`src/rtl/isp_stats_pkg.sv`:
```
// Shared definitions for the image statistics blocks: FSM encoding,
// default geometry constants and a small width helper.
package isp_stats_pkg;

  localparam int DEF_NUM_CH    = 3;
  localparam int DEF_DATA_W    = 8;
  localparam int DEF_MAX_SHIFT = 20;

  typedef enum logic [1:0] {
    ST_IDLE = 2'd0,
    ST_ACC  = 2'd1,
    ST_DIV  = 2'd2
  } state_t;

  // Index width that never collapses to zero bits for a single channel.
  function automatic int clog2_min1(input int n);
    return (n <= 2) ? 1 : $clog2(n);
  endfunction

endpackage

```
`src/rtl/mean_stats_if.sv`:
```
// Pixel stream in, per-channel mean results out, for the mean_stats block.
interface mean_stats_if #(
  parameter int NUM_CH    = isp_stats_pkg::DEF_NUM_CH,
  parameter int DATA_W    = isp_stats_pkg::DEF_DATA_W,
  parameter int MAX_SHIFT = isp_stats_pkg::DEF_MAX_SHIFT
);
  localparam int CH_W    = isp_stats_pkg::clog2_min1(NUM_CH);
  localparam int SHIFT_W = $clog2(MAX_SHIFT + 1);

  logic                     valid_i;
  logic [CH_W-1:0]          color_i;
  logic [DATA_W-1:0]        value_i;
  logic                     sof_i;
  logic                     last_i;
  logic [SHIFT_W-1:0]       shift_i;
  logic                     round_en_i;
  logic [NUM_CH*DATA_W-1:0] mean_o;
  logic                     valid_o;
  logic                     busy_o;
  logic [NUM_CH-1:0]        ovf_o;
  logic                     drop_o;

  modport master (
    output valid_i, color_i, value_i, sof_i, last_i, shift_i, round_en_i,
    input  mean_o, valid_o, busy_o, ovf_o, drop_o
  );

  modport slave (
    input  valid_i, color_i, value_i, sof_i, last_i, shift_i, round_en_i,
    output mean_o, valid_o, busy_o, ovf_o, drop_o
  );
endinterface

```
`src/rtl/mean_stats_div.sv`:
```
// Combinational mean of one channel: optional round-half-up, right shift,
// then saturation to the output pixel width.
module mean_div
  import isp_stats_pkg::*;
#(
  parameter int DATA_W  = DEF_DATA_W,
  parameter int ACC_W   = DEF_DATA_W + DEF_MAX_SHIFT,
  parameter int SHIFT_W = $clog2(DEF_MAX_SHIFT + 1)
) (
  input  logic [ACC_W-1:0]   acc,
  input  logic [SHIFT_W-1:0] shift,
  input  logic               round_en,
  output logic [DATA_W-1:0]  mean
);
  logic [ACC_W:0] half;
  logic [ACC_W:0] sum;
  logic [ACC_W:0] quot;

  // (1 << shift) >> 1 is 2^(shift-1) for shift > 0 and 0 for shift == 0.
  assign half = round_en ? (({{ACC_W{1'b0}}, 1'b1} << shift) >> 1) : '0;
  assign sum  = {1'b0, acc} + half;
  assign quot = sum >> shift;
  assign mean = (|quot[ACC_W:DATA_W]) ? '1 : quot[DATA_W-1:0];
endmodule

```
`src/rtl/mean_stats.sv`:
```
// Per-channel frame mean: accumulates pixel values per colour channel, then
// runs one shared divider over the channels and publishes all means together.
module mean_stats
  import isp_stats_pkg::*;
#(
  parameter int NUM_CH    = DEF_NUM_CH,
  parameter int DATA_W    = DEF_DATA_W,
  parameter int MAX_SHIFT = DEF_MAX_SHIFT
) (
  input  logic       clk,
  input  logic       rst_n,
  mean_stats_if.slave bus
);
  localparam int ACC_W   = DATA_W + MAX_SHIFT;
  localparam int CH_W    = clog2_min1(NUM_CH);
  localparam int SHIFT_W = $clog2(MAX_SHIFT + 1);
  localparam logic [SHIFT_W-1:0] SHIFT_MAX = SHIFT_W'(MAX_SHIFT);
  localparam logic [CH_W-1:0]    LAST_CH   = CH_W'(NUM_CH - 1);

  logic                 s1_valid_reg;
  logic [CH_W-1:0]      s1_color_reg;
  logic [DATA_W-1:0]    s1_value_reg;
  logic                 s1_sof_reg;
  logic                 s1_last_reg;
  logic [SHIFT_W-1:0]   s1_shift_reg;
  logic                 s1_round_reg;

  state_t               state_reg, state_next;
  logic [CH_W-1:0]      ch_idx_reg, ch_idx_next;
  logic [SHIFT_W-1:0]   shift_reg;
  logic                 round_reg;
  logic                 valid_reg;
  logic                 drop_reg;

  logic                 color_ok;
  logic                 sof_take;
  logic                 pix_take;
  logic                 drop_set;
  logic                 div_we;
  logic                 div_done;

  logic [ACC_W-1:0]          acc_arr [NUM_CH];
  logic [ACC_W-1:0]          div_acc;
  logic [DATA_W-1:0]         div_mean;
  logic [NUM_CH*DATA_W-1:0]  mean_flat;
  logic [NUM_CH-1:0]         ovf_flat;

  assign color_ok = ({1'b0, s1_color_reg} < (CH_W + 1)'(NUM_CH));

  always_comb begin
    state_next  = state_reg;
    ch_idx_next = ch_idx_reg;
    sof_take    = 1'b0;
    pix_take    = 1'b0;
    drop_set    = 1'b0;
    div_we      = 1'b0;
    div_done    = 1'b0;
    case (state_reg)
      ST_IDLE: begin
        sof_take = s1_sof_reg;
        pix_take = s1_valid_reg && s1_sof_reg && color_ok;
        drop_set = s1_valid_reg && !(s1_sof_reg && color_ok);
        if (s1_sof_reg) begin
          state_next = (s1_valid_reg && s1_last_reg) ? ST_DIV : ST_ACC;
        end
      end
      ST_ACC: begin
        sof_take = s1_sof_reg;
        pix_take = s1_valid_reg && color_ok;
        drop_set = s1_valid_reg && !color_ok;
        if (s1_valid_reg && s1_last_reg) begin
          state_next = ST_DIV;
        end
      end
      ST_DIV: begin
        // Accumulators are being read out, so nothing may start a frame here.
        drop_set = s1_valid_reg || s1_sof_reg;
        div_we   = 1'b1;
        if (ch_idx_reg == LAST_CH) begin
          div_done    = 1'b1;
          ch_idx_next = '0;
          state_next  = ST_IDLE;
        end else begin
          ch_idx_next = ch_idx_reg + CH_W'(1);
        end
      end
      default: state_next = ST_IDLE;
    endcase
  end

  always_ff @(posedge clk or negedge rst_n) begin
    if (!rst_n) begin
      s1_valid_reg <= 1'b0;
      s1_color_reg <= '0;
      s1_value_reg <= '0;
      s1_sof_reg   <= 1'b0;
      s1_last_reg  <= 1'b0;
      s1_shift_reg <= '0;
      s1_round_reg <= 1'b0;
      state_reg    <= ST_IDLE;
      ch_idx_reg   <= '0;
      shift_reg    <= '0;
      round_reg    <= 1'b0;
      valid_reg    <= 1'b0;
      drop_reg     <= 1'b0;
    end else begin
      s1_valid_reg <= bus.valid_i;
      s1_color_reg <= bus.color_i;
      s1_value_reg <= bus.value_i;
      s1_sof_reg   <= bus.sof_i;
      s1_last_reg  <= bus.last_i;
      s1_shift_reg <= bus.shift_i;
      s1_round_reg <= bus.round_en_i;
      state_reg    <= state_next;
      ch_idx_reg   <= ch_idx_next;
      if (sof_take) begin
        shift_reg <= (s1_shift_reg > SHIFT_MAX) ? SHIFT_MAX : s1_shift_reg;
        round_reg <= s1_round_reg;
      end
      valid_reg <= div_done;
      drop_reg  <= drop_reg | drop_set;
    end
  end

  for (genvar gi = 0; gi < NUM_CH; gi++) begin : g_ch
    logic [ACC_W-1:0]  acc_reg;
    logic              ovf_reg;
    logic [DATA_W-1:0] mean_reg;
    logic              hit;
    logic [ACC_W-1:0]  acc_base;
    logic [ACC_W:0]    acc_sum;

    assign hit      = pix_take && (s1_color_reg == CH_W'(gi));
    // A same-cycle sof clears first, so the pixel lands on a zeroed accumulator.
    assign acc_base = sof_take ? '0 : acc_reg;
    assign acc_sum  = {1'b0, acc_base} + {{(ACC_W + 1 - DATA_W){1'b0}}, s1_value_reg};

    always_ff @(posedge clk or negedge rst_n) begin
      if (!rst_n) begin
        acc_reg  <= '0;
        ovf_reg  <= 1'b0;
        mean_reg <= '0;
      end else begin
        if (sof_take || hit) begin
          acc_reg <= !hit ? '0 : (acc_sum[ACC_W] ? '1 : acc_sum[ACC_W-1:0]);
          ovf_reg <= (!sof_take && ovf_reg) || (hit && acc_sum[ACC_W]);
        end
        if (div_we && (ch_idx_reg == CH_W'(gi))) begin
          mean_reg <= div_mean;
        end
      end
    end

    assign acc_arr[gi]                      = acc_reg;
    assign mean_flat[gi*DATA_W +: DATA_W]   = mean_reg;
    assign ovf_flat[gi]                     = ovf_reg;
  end

  assign div_acc = acc_arr[ch_idx_reg];

  mean_div #(
    .DATA_W  (DATA_W),
    .ACC_W   (ACC_W),
    .SHIFT_W (SHIFT_W)
  ) u_div (
    .acc      (div_acc),
    .shift    (shift_reg),
    .round_en (round_reg),
    .mean     (div_mean)
  );

  assign bus.mean_o  = mean_flat;
  assign bus.valid_o = valid_reg;
  assign bus.busy_o  = (state_reg == ST_DIV);
  assign bus.ovf_o   = ovf_flat;
  assign bus.drop_o  = drop_reg;
endmodule
```
`src/flat_wrapper.sv`:
```
// flat-port wrapper written by rule: the top's interface ports become plain ports
module mean_stats_flat import isp_stats_pkg::*;
#(
  parameter int NUM_CH    = DEF_NUM_CH,
  parameter int DATA_W    = DEF_DATA_W,
  parameter int MAX_SHIFT = DEF_MAX_SHIFT
)
  (clk, rst_n, bus_valid_i, bus_color_i, bus_value_i, bus_sof_i, bus_last_i, bus_shift_i, bus_round_en_i, bus_mean_o, bus_valid_o, bus_busy_o, bus_ovf_o, bus_drop_o);
  mean_stats_if #(.NUM_CH(NUM_CH), .DATA_W(DATA_W), .MAX_SHIFT(MAX_SHIFT)) bus_i ();
  input  logic clk;
  input  logic rst_n;
  input wire logic [$bits(bus_i.valid_i)-1:0] bus_valid_i;
  input wire logic [$bits(bus_i.color_i)-1:0] bus_color_i;
  input wire logic [$bits(bus_i.value_i)-1:0] bus_value_i;
  input wire logic [$bits(bus_i.sof_i)-1:0] bus_sof_i;
  input wire logic [$bits(bus_i.last_i)-1:0] bus_last_i;
  input wire logic [$bits(bus_i.shift_i)-1:0] bus_shift_i;
  input wire logic [$bits(bus_i.round_en_i)-1:0] bus_round_en_i;
  output wire logic [$bits(bus_i.mean_o)-1:0] bus_mean_o;
  output wire logic [$bits(bus_i.valid_o)-1:0] bus_valid_o;
  output wire logic [$bits(bus_i.busy_o)-1:0] bus_busy_o;
  output wire logic [$bits(bus_i.ovf_o)-1:0] bus_ovf_o;
  output wire logic [$bits(bus_i.drop_o)-1:0] bus_drop_o;
  assign bus_i.valid_i = bus_valid_i;
  assign bus_i.color_i = bus_color_i;
  assign bus_i.value_i = bus_value_i;
  assign bus_i.sof_i = bus_sof_i;
  assign bus_i.last_i = bus_last_i;
  assign bus_i.shift_i = bus_shift_i;
  assign bus_i.round_en_i = bus_round_en_i;
  assign bus_mean_o = bus_i.mean_o;
  assign bus_valid_o = bus_i.valid_o;
  assign bus_busy_o = bus_i.busy_o;
  assign bus_ovf_o = bus_i.ovf_o;
  assign bus_drop_o = bus_i.drop_o;
  mean_stats #(.NUM_CH(NUM_CH), .DATA_W(DATA_W), .MAX_SHIFT(MAX_SHIFT)) u_core (.clk(clk), .rst_n(rst_n), .bus(bus_i));
endmodule
```
`config.mk`:
```
export PLATFORM = sky130hd
export DESIGN_NAME = mean_stats_flat
export DESIGN_NICKNAME = d
export VERILOG_FILES = /design/src/rtl/isp_stats_pkg.sv /design/src/rtl/mean_stats_if.sv /design/src/rtl/mean_stats_div.sv /design/src/rtl/mean_stats.sv /design/src/flat_wrapper.sv
export SDC_FILE = /design/constraint.sdc
export NUM_CORES = 1
export LEC_CHECK = 0
export BUFFER_PORTS_ARGS = -buffer_cell sky130_fd_sc_hd__buf_2
export CAP_MARGIN = 10
export CORE_ASPECT_RATIO = 1.4
export CORE_MARGIN = 2
export CORE_UTILIZATION = 29
export CTS_BUF_LIST = sky130_fd_sc_hd__clkbuf_4 sky130_fd_sc_hd__clkbuf_8
export DETAILED_ROUTE_END_ITERATION = 10
export SLEW_MARGIN = 20
export SYNTH_ARGS = -nofsm -noshare
export SYNTH_HDL_FRONTEND = slang
export SYNTH_SLANG_ARGS = --single-unit
```
`constraint.sdc`:
```
create_clock -name clk -period 5 [get_ports clk]
set_clock_uncertainty 0.1 [all_clocks]
set_input_delay 1.25 -clock clk [delete_from_list [all_inputs] [get_ports clk]]
set_output_delay 1.25 -clock clk [all_outputs]
set_load 0.01 [all_outputs]
```
==> impl_summary.md <==
Run status
The flow ran to the end, and the final reports show no timing, DRC or antenna violations.

Cells and area
The final cell utilization of the core is 36.71%. The number of flip-flops in the largest register is 84. The area occupied by multi-input gates is 7448 µm². After the flow finishes, the layout carries non-filler instances totaling 1,993. At the end of the flow, the number of nets in the layout was 1,583. With fillers left out, the area of the finished cells amounts to 13,810 µm². The filler cells instantiated in the layout total 3,845. Of the cells placed in the final design, the portion with a size suffix greater than 1 is 22.58%. Compared with the post-synthesis result, the final layout area differs by 24.37%. The flip-flop and latch area is 3556 µm².

Floorplanning
The die covers 39,900 µm². The die is 169.4 µm wide. Once the floorplan was initialized, standard cells occupied 29.52% of the core.

The floorplan has 84 rows. The floorplan step defined a core boundary enclosing 37,630 µm². The chip height is 235.6 µm. Pin placement for this block handled 51 I/O pins.

Placement
The count of buffers added on input and output ports is 50. The pre-CTS setup slack is -0.1038 ns. The sum of net half-perimeters after detailed placement is 27,490 µm. The last weighted congestion value of the routability-driven placer is 0.9221.

Including well taps, the total number of placed cells is 1,943. The post-placement cell area is 12,790 µm².

Worst setup path
In this run the critical register-to-register path is launched from u_core.ch_idx_reg[0]$_DFFE_PN0P_. STA classifies the critical path endpoint as a register. The critical path starts at u_core.ch_idx_reg[0]$_DFFE_PN0P_. The type of origin of the critical path is a register. The delay of the slowest cell on the worst path is 0.54 ns. The worst-path maximum fanout is 14. The category of the critical setup timing path is reg2reg.

The signal on the critical path passes through buf_12 > clkbuf_16 > mux2i_1 > o21ai_0 > ha_1 > buf_4 > and4_1 > and3_1 > a32o_2 > nor4b_4 > or3_4 > a222oi_1 > o21ai_2 > a221o_1 > a32oi_1 > a222oi_1 > buf_4 > buf_8 > a31oi_2. The logic depth of the worst register-to-register path is 19. Among all stages on the critical path, the largest delay is contributed by sky130_fd_sc_hd__dfrtp_2. The arrival time of data at the critical path endpoint is 5.11 ns. The endpoint required time on the critical path is 5.31 ns.

Routing
For this block, the via count after detailed routing is 10,780. The number of antenna-violating nets in the routed design is 0. After detailed routing, the total wire length is 35,820 µm. For this block, wires on met1 add up to 13,580 µm. For this run, design rule violations remaining after detail routing come to 0. The detailed router used layers up to and including met4. The first-pass iteration count of the detailed router is 5. The average wire per cell in the routed design is 17.97 µm.

Wire segments on met3 add up to 813 µm in the final route. The routed wire length on met2 is 19,570 µm. The DRC marker count from the first detailed-route iteration is 589. In the routed layout, each cell is associated on average with a via count of 5.407.

Power
The worst-case IR drop observed on VDD is 232.4 µV. For this design the ratio of total power to cell area is 359.0 nW/µm². The final total power is 4.959 mW. For this design the static power due to leakage is 6.119 nW.

Synth
In this run the mean area of a mapped cell was 8.221 µm². The dominant register cell in the synthesized netlist is sky130_fd_sc_hd__dfrtp_1. After synthesis, the netlist uses 83 different library cells.

Synthesis produced a netlist whose cell count is 1,351. When the netlist entered floorplanning its net count stood at 1,428. The proportion of register bits with asynchronous set or reset after synthesis is 100.0%. The synthesized design contains 142 register bits. The count of flip-flops with a built-in enable after synthesis is 0. The post-synthesis sequential area ratio is 31.99%.

The Yosys step of the flow raised 0 warnings. The synthesized cell area is 11,110 µm².

Clock tree
After clock tree synthesis, the clock-pin slew on the worst setup and hold paths is 0.10 ns. The root buffer cell chosen for the clock tree is sky130_fd_sc_hd__clkbuf_8. The H-tree depth reported by CTS is 4. The TritonCTS clock tree is yes. The deepest clock path buffer count is 2.

Clock latency on the worst-skew pair, taken at its later pin, is 0.49 ns. The clock sink count is 142. In this run, CTS created clock tree buffers numbering 17.

GRT
Summed over all layers, the global routing overflow is 0. Entering global routing, the biggest net connects 90 pins. Global routing used 17.78% of the available tracks across all layers. The number of global-route vias before repair is 10,840. The initial antenna violation count is 1. The first global-routing pass estimated 56,900 µm of wire.

STA
The smallest clock period supported by the final layout is computed as 4.806 ns. The final setup violation count is 0. The least setup slack across all paths after layout is 0.1941 ns. The number of max-slew violations in the final report is 0.

For the pin with the worst max-slew slack, the measured transition is 0.8412 ns. The worst pin sits at a relative slew slack of 43.92%. For the final routed database, the setup TNS stands at 0 ns. The total count of hold-check failures in the final report is 0. The part of the cycle the worst path needs is 96.12%. The fmax is 0.2081 GHz.

On the final layout, the worst hold slack is 0.3762 ns.

Hold path
The worst hold path cell count is 2. The path class of the tightest hold or removal check is reg2reg. The startpoint identified for the worst hold timing path is u_core.s1_round_reg$_DFF_PN0_.

Run
The max capacitance violation total is 0.
## per-layer routing
layer | global-route usage [%] | vias to the layer above
li1 | - | 5209
met1 | 19.13 | 5242
met2 | 33.75 | 229
met3 | 1.950 | 97
met4 | 9.143 | 0
met5 | 0 | -
## power by group
group / internal (mW) / total, mW / switching (mW)
Clock: 0.614 / 1.14 / 0.530
Combinational: 0.996 / 2.38 / 1.38
Sequential: 1.30 / 1.44 / 0.137
Total: 2.91 / 4.96 / 2.05
## worst paths after layout
| path | end | slack, ns |
|---|---|---|
| max in group asynchronous | u_core.g_ch[1].mean_reg[4]$_DFFE_PN0P_ | 3.09 |
| min in group asynchronous | u_core.g_ch[1].acc_reg[26]$_DFFE_PN0P_ | 0.72 |
| max reg2reg | u_core.g_ch[2].mean_reg[1]$_DFFE_PN0P_ | 0.19 |
| min | u_core.round_reg$_DFFE_PN0P_ | 0.38 |
| max | u_core.g_ch[2].mean_reg[1]$_DFFE_PN0P_ | 0.19 |
| min reg2reg | u_core.round_reg$_DFFE_PN0P_ | 0.38 |
## placed cells by master, fill, tap and decap left out, types with 6 or more instances in the layout
cell type	count
sky130_fd_sc_hd__mux2i_1	43
sky130_fd_sc_hd__a21oi_1	71
sky130_fd_sc_hd__o21ai_0	87
sky130_fd_sc_hd__nor2_1	115
sky130_fd_sc_hd__o31ai_1	6
sky130_fd_sc_hd__o21bai_1	14
sky130_fd_sc_hd__a21o_1	14
sky130_fd_sc_hd__inv_1	28
sky130_fd_sc_hd__clkbuf_8	17
sky130_fd_sc_hd__a31oi_1	20
sky130_fd_sc_hd__nand2_1	179
sky130_fd_sc_hd__a21oi_2	7
sky130_fd_sc_hd__xor2_1	49
sky130_fd_sc_hd__mux4_2	6
sky130_fd_sc_hd__nand3_1	48
sky130_fd_sc_hd__and3_1	19
sky130_fd_sc_hd__o211a_1	6
sky130_fd_sc_hd__dfrtp_1	140
sky130_fd_sc_hd__xnor2_1	40
sky130_fd_sc_hd__nand4_1	21
sky130_fd_sc_hd__o22ai_1	8
sky130_fd_sc_hd__o21ai_1	17
sky130_fd_sc_hd__nor3_1	28
sky130_fd_sc_hd__a211oi_1	11
sky130_fd_sc_hd__and2_1	32
sky130_fd_sc_hd__buf_2	49
sky130_fd_sc_hd__buf_4	159
sky130_fd_sc_hd__or3_1	9
sky130_fd_sc_hd__and4_1	8
sky130_fd_sc_hd__ha_1	49
sky130_fd_sc_hd__o211ai_1	40
## worst max-delay path, delay by kind of cell (launching register included)
kind / cells / cell delay (ns)
AO/OA/AOI/OAI: 8 / 1.67
adder cells (fa/ha/maj): 1 / 0.34
buffers and inverters: 5 / 0.86
flip-flops: 1 / 0.54
multiplexers: 1 / 0.24
AND/OR/NAND/NOR: 4 / 0.97
## synth_stat cells (7+ instances only)
cell type | number | area (µm²)
sky130_fd_sc_hd__dfrtp_1 | 142 | 3553
sky130_fd_sc_hd__and2_1 | 31 | 193.9
sky130_fd_sc_hd__xor2_1 | 51 | 446.7
sky130_fd_sc_hd__mux2i_1 | 46 | 460.4
sky130_fd_sc_hd__nor2b_1 | 7 | 43.79
sky130_fd_sc_hd__nand2_1 | 182 | 683.2
sky130_fd_sc_hd__and4_1 | 8 | 70.07
sky130_fd_sc_hd__o21bai_1 | 14 | 105.1
sky130_fd_sc_hd__a31oi_1 | 23 | 143.9
sky130_fd_sc_hd__a21o_1 | 14 | 105.1
sky130_fd_sc_hd__nand4_1 | 21 | 131.4
sky130_fd_sc_hd__ha_1 | 52 | 650.6
sky130_fd_sc_hd__a21oi_1 | 78 | 390.4
sky130_fd_sc_hd__inv_1 | 28 | 105.1
sky130_fd_sc_hd__xnor2_1 | 40 | 350.3
sky130_fd_sc_hd__or3_1 | 10 | 62.56
sky130_fd_sc_hd__o22ai_1 | 8 | 50.05
sky130_fd_sc_hd__buf_1 | 8 | 30.03
sky130_fd_sc_hd__a211oi_1 | 14 | 105.1
sky130_fd_sc_hd__o21ai_1 | 10 | 50.05
sky130_fd_sc_hd__nor2_1 | 121 | 454.2
sky130_fd_sc_hd__and3_1 | 20 | 125.1
sky130_fd_sc_hd__clkbuf_1 | 60 | 225.2
sky130_fd_sc_hd__nor3_1 | 31 | 155.2
sky130_fd_sc_hd__o21ai_0 | 99 | 495.5
sky130_fd_sc_hd__o211ai_1 | 40 | 300.3
sky130_fd_sc_hd__buf_2 | 9 | 45.04
sky130_fd_sc_hd__nand3_1 | 48 | 240.2
## final cells by class
type | instances | share of cell area [%]
well taps | 473 | 4.284
inverters | 29 | 0.7880
diodes | 1 | 0.01812
multi-input cells | 1097 | 53.92
clock inverters | 15 | 1.821
clock buffers | 17 | 1.694
flip-flops and latches | 142 | 25.74
repair buffers | 219 | 11.73
## cell families after synthesis
kind of cell	Yosys count	share of synthesized area, %
xor gates and xnor gates	91	7.176
buffers and inverters	112	4.123
and+or+nand+nor	516	22.19
AOI/OAI and AO/OA	378	22.07
DFF	142	31.99
muxes	56	5.869
adders and majority gates	56	6.579
## repair_timing
action,in CTS,in global routing
hold endpoints to repair,0,0
buffers inserted,1,13
endpoints found under the setup margin,24,24
resized for setup,10,86
cloned,1,2
hold buffers,0,0
pin swaps,2,19
Note: power is estimated with default switching activity, not from simulation.
